===== src/rtl/regfile_sb.sv =====
// Integer register file with hardwired x0, optional write-to-read bypass and a
// per-register busy scoreboard for RAW hazard detection.
module regfile_sb_rport #(
  parameter int XLEN   = 32,
  parameter int NREGS  = 32,
  parameter int BYPASS = 1,
  localparam int AW    = $clog2(NREGS)
) (
  input  logic                        rst_n,
  input  logic [NREGS-1:0][XLEN-1:0]  regs,
  input  logic [NREGS-1:0]            busy,
  input  logic                        we,
  input  logic [AW-1:0]               rd,
  input  logic [XLEN-1:0]             rd_in,
  input  logic [AW-1:0]               rs,
  output logic [XLEN-1:0]             data,
  output logic                        rs_busy
);
  logic fwd;

  // Forwarding is suppressed in reset so every read port is 0 while rst_n is low.
  assign fwd = (BYPASS != 0) && rst_n && we && (rd == rs);

  always_comb begin
    data    = '0;
    rs_busy = 1'b0;
    if (rs != '0) begin
      data    = fwd ? rd_in : regs[rs];
      rs_busy = busy[rs] && !fwd;
    end
  end
endmodule

module regfile_sb #(
  parameter int XLEN   = 32,
  parameter int NREGS  = 32,
  parameter int BYPASS = 1,
  localparam int AW    = $clog2(NREGS)
) (
  input  logic            clk,
  input  logic            rst_n,
  input  logic            we,
  input  logic [AW-1:0]   rd,
  input  logic [XLEN-1:0] rd_in,
  input  logic [AW-1:0]   rs1,
  input  logic [AW-1:0]   rs2,
  output logic [XLEN-1:0] rs1_out,
  output logic [XLEN-1:0] rs2_out,
  input  logic            iss_en,
  input  logic [AW-1:0]   iss_rd,
  input  logic            flush,
  output logic            rs1_busy,
  output logic            rs2_busy,
  output logic            hazard
);
  logic [NREGS-1:0][XLEN-1:0] regs;
  logic [NREGS-1:0]           busy;
  logic [1:0][AW-1:0]         rs_idx;
  logic [1:0][XLEN-1:0]       rs_data;
  logic [1:0]                 rs_bsy;

  always_ff @(posedge clk or negedge rst_n) begin
    if (!rst_n) begin
      regs <= '0;
      busy <= '0;
    end else begin
      if (we && rd != '0) regs[rd] <= rd_in;
      if (flush) begin
        busy <= '0;
      end else begin
        if (we && rd != '0)         busy[rd]     <= 1'b0;
        // Issued after the clear so a new producer supersedes a same-cycle writeback.
        if (iss_en && iss_rd != '0) busy[iss_rd] <= 1'b1;
      end
    end
  end

  assign rs_idx = {rs2, rs1};

  for (genvar g = 0; g < 2; g++) begin : g_rport
    regfile_sb_rport #(.XLEN(XLEN), .NREGS(NREGS), .BYPASS(BYPASS)) u_rport (
      .rst_n   (rst_n),
      .regs    (regs),
      .busy    (busy),
      .we      (we),
      .rd      (rd),
      .rd_in   (rd_in),
      .rs      (rs_idx[g]),
      .data    (rs_data[g]),
      .rs_busy (rs_bsy[g])
    );
  end

  assign rs1_out  = rs_data[0];
  assign rs2_out  = rs_data[1];
  assign rs1_busy = rs_bsy[0];
  assign rs2_busy = rs_bsy[1];
  assign hazard   = |rs_bsy;
endmodule

===== config.mk =====
export PLATFORM = sky130hd
export DESIGN_NAME = regfile_sb
export DESIGN_NICKNAME = d
export VERILOG_FILES = /design/src/rtl/regfile_sb.sv
export SDC_FILE = /design/constraint.sdc
export NUM_CORES = 2
export LEC_CHECK = 0
export ABC_CLOCK_PERIOD_IN_PS = 1840
export BUFFER_PORTS_ARGS = -buffer_cell sky130_fd_sc_hd__buf_2
export CORE_MARGIN = 10
export CORE_UTILIZATION = 55
export DETAILED_ROUTE_END_ITERATION = 6
export GPL_TIMING_DRIVEN = 0
export PLACE_DENSITY = 0.69
export SLEW_MARGIN = 40
export SYNTH_ARGS = -nofsm -noshare
export SYNTH_HDL_FRONTEND = slang
export SYNTH_SLANG_ARGS = --single-unit

===== constraint.sdc =====
create_clock -name clk -period 1.84 [get_ports clk]
set_input_delay 0 -clock clk [delete_from_list [all_inputs] [get_ports clk]]
set_output_delay 0 -clock clk [all_outputs]
set_load 0.1 [all_outputs]

==> summary.md <==
| Metric | Value |
|---|---|
| Arrival time worst endpoint | `~2.8 ns` |
| Largest net degree at the start of global routing | `103` |
| Fin crit share | `154%` |
| Sequential cell area | `roughly 26000 um2` |
| Initial core utilization | `approximately 55%` |
| Min Hold Slack | `-0.232 ns` |
| Final ANT Viol Nets | `0` |
| Pwr/cell area | `about 1100 nW/um2` |
| Max Clock Freq | `between 0.3 and 0.4 GHz` |
| DRC Markers | `0` |
| Met3 usage | `between 10% and 20%` |
| DRT Wirelength | `about 240 mm` |
| Clock Latency Late Sink | `0.77 ns` |
| Fraction of layout cells with a size suffix above 1 | `between 50% and 60%` |
| Post-DR vias/cell | `approximately 7.4` |
| CP Max Fanout | `3` |
| Die Wd | `between 300 and 400 um` |
| Synth Warn # | `0` |
| Vias in the first global route | `~42000` |
| Max-slew violations | `0` |
| Syn Nets | `3874` |
| Synth Cell Area | `approximately 57000 um2` |
| Max incr delay on CP | `about 0.54 ns` |
| Initial antenna violation count | `9` |
| Met2 Resource Use GR | `57.0%` |
| IO Pins | `about 120` |
| Crit-path leading delay family | `multiplexers` |
| First-pass GRT wire length | `between 300 and 400 mm` |
| Die H | `between 300 and 400 um` |
| CP cell instances | `mux4_2, mux4_2, mux2i_4, o21ai_4, buf_12` |
| Peak supply drop | `a little under 0.9 mV` |
| Starting DRT DRC Count | `roughly 6000` |
| Root buffer cell | `clkbuf_16` |
| Netlist cell types | `50` |
| Met1 usage | `between 50 and 60%` |
| Row count | `between 100 and 150` |
| Total overflow reported by the global router | `0` |
| RSZ-0062 raised after global routing | `true` |
| Nets@finish | `4256` |
| Max-slew headroom | `34.0%` |
| Area of the core | `between 100000 and 150000 um2` |
| Post-route minimum period | `2.83 ns` |
| Post-synth ARST share | `between 90% and 100%` |
| Gpl congestion | `around 0.97` |
| Violated checks | `hold timing, setup timing` |
| Gr usage total | `between 40% and 50%` |
| WL per Instance | `around 42 um` |
| Final hold vios | `84` |
| Post-DP HPWL | `approximately 160 mm` |
| Number of fill cells | `around 7300` |
| CTS Buf Count | `~120` |
| Ys flop type | `dfrtp_1` |
| Worst Path Buf+Inv | `1` |
| CP required | `1.84 ns` |
| Syn_area_per_cell | `around 15 um2` |
| Vias post-DR | `roughly 42000` |
| Number of max-cap violations | `0` |
| Actual slew at the worst max-slew pin | `0.990 ns` |
| Final Setup Violations | `148` |
| Status | `finished with violations` |
| Final Skew | `0 ns` |
| CTS tree | `yes` |
| Clk pin slew, worst setup/hold paths | `0.07 ns` |
| CP max stage cell | `mux4_2` |
| Post-synth EDFFs | `0` |
| Post-Syn Instances | `3817` |
| Port bufs | `110` |
| #FFs+latches synth | `1056` |
| Register area share after synthesis | `between 40% and 50%` |
| CTS Sinks | `between 1000 and 1500` |
| Area occupied by multi-input gates | `30200 um2` |
| Final WS setup | `-0.986 ns` |
| Most Crowded Layer GR | `met2` |
| Most used cell along the critical path | `mux4_2` |
| Crit start category | `register` |
| Max Root-Sink Buffers | `3` |
| Setup crit end kind | `primary output` |
| Htree depth | `3` |
| Area post-placement | `a little over 60000 um2` |
| Dpl ws | `-2.44 ns` |
| 1st-pass router iterations | `7` |
| Lkg Pwr | `roughly 30 nW` |
| Design Area, Final | `68600 um2` |
| WS Path Type | `register to primary output` |
| Worst hold path class | `primary input to async pin` |
| Area Growth Syn to Fin | `20.0%` |
| Die area | `between 100000 and 150000 um2` |
registers in the layout (all words and copies together), names as in the netlist:
signal	flops
regs	1024
busy	32
worst paths after layout:
| path | from | to | cells after the start | slack (ns) |
|---|---|---|---|---|
| worst max register to register | busy[13] | busy[13] | 3 | 0.52 |
| worst max-delay path | regs[13] | rs2_out[13] | 5 | -0.99 |
| min in group clk | flush | busy[31] | 3 | 0.02 |
| worst min-delay path | rst_n | regs[400] | 5 | -0.23 |
| worst min register to register | regs[17] | regs[17] | 1 | 0.48 |
| max in group asynchronous | rst_n | regs[799] | 8 | 0.25 |
per-stage QoR:
stage	utilization (%)	power, mW	setup TNS, ns	cells	hold slack, ns
global placement	58.3	47.8	-	5307	0.232
finish	66.4	75.4	-56.39	5682	-0.232
global route	66.4	77.3	-53.13	5678	-0.207
CTS	65.8	74.4	-116.23	5649	0.000951
detailed placement	59.0	48.4	-631.12	5334	-0.0564
floorplan	-	43.0	-2.93	3817	-0.296
tightest hold or removal path, stage by stage:
cell	delay (ns)
buf_16	0.09
buf_12	0.10
buf_12	0.16
buf_2	0.23
buf_16	0.37
placed cells by master (no fill, tap or decap), types with 30 or more instances in the layout:
| master | n |
|---|---|
| a221oi_1 | 45 |
| a22oi_1 | 66 |
| buf_12 | 83 |
| buf_2 | 149 |
| buf_4 | 94 |
| buf_6 | 41 |
| clkbuf_1 | 176 |
| clkbuf_16 | 120 |
| clkbuf_2 | 41 |
| clkbuf_4 | 30 |
| clkbuf_8 | 40 |
| dfrtp_1 | 1056 |
| dlygate4sd3_1 | 60 |
| mux2_2 | 964 |
| mux2i_1 | 198 |
| mux4_2 | 523 |
| nand2_1 | 104 |
| nor2_1 | 39 |
| o21ai_4 | 31 |
| o21bai_1 | 34 |
synthesized netlist by cell type (7+ instances only):
master / number / share of area (%)
nor3_1: 10 / 0.088
buf_6: 14 / 0.28
buf_2: 125 / 1.1
a221oi_1: 51 / 0.78
dfrtp_1: 1056 / 46
buf_1: 59 / 0.39
a22oi_1: 75 / 0.99
nand2b_1: 10 / 0.11
xnor2_1: 7 / 0.11
buf_4: 26 / 0.34
mux2_2: 964 / 19
o2111ai_1: 13 / 0.20
o21bai_1: 35 / 0.46
o21ai_0: 27 / 0.24
nor2b_1: 16 / 0.18
o21ai_1: 11 / 0.096
nand2_1: 127 / 0.83
a211o_1: 17 / 0.26
nand4_1: 16 / 0.18
nor2_1: 63 / 0.41
mux4_2: 523 / 21
a21oi_1: 41 / 0.36
clkbuf_1: 209 / 1.4
mux2i_1: 229 / 4.0
and2_1: 23 / 0.25
mux2_1: 28 / 0.55
final cells by class:
type                       count  share of cell area (%)
multi-input combinational   2323                    44.0
timing repair buffer         264                    5.26
inverter                       4                  0.0237
sequential                  1056                    38.5
clock inverter                34                   0.653
tap                         1380                    2.52
antenna                        9                  0.0328
clock buffer                 179                    5.11
buffer                       433                    3.86
report_power, final:
group | switching, mW | internal [mW]
sequential | 3.17 | 27.5
combinational | 9.99 | 10.2
clock | 10.3 | 14.2
total | 23.5 | 51.9
cell families after synthesis:
kind of cell,count (synthesis),share of synthesized area [%]
AOI/OAI and AO/OA,287,3.66
muxes,1744,44.2
buffers and inverters,438,3.51
and+or+nand+nor,282,2.28
xor gates and xnor gates,10,0.153
DFF,1056,46.2
what timing repair did:
action                     CTS  global route
hold endpoints to repair   777           257
setup buffers               29            18
pin swaps                   31            22
cloned                      10             2
resized for setup          466            87
setup endpoints to repair  145           430
hold buffers                64             5
per-layer routing:
| metal | vias to the layer above | wire length, um |
|---|---|---|
| met5 | - | 135 |
| met4 | 6 | 22500 |
| met3 | 1003 | 32600 |
| met2 | 3469 | 101000 |
| met1 | 22100 | 83100 |
| li1 | 15500 | - |
Power figures use the tool's default switching activity.
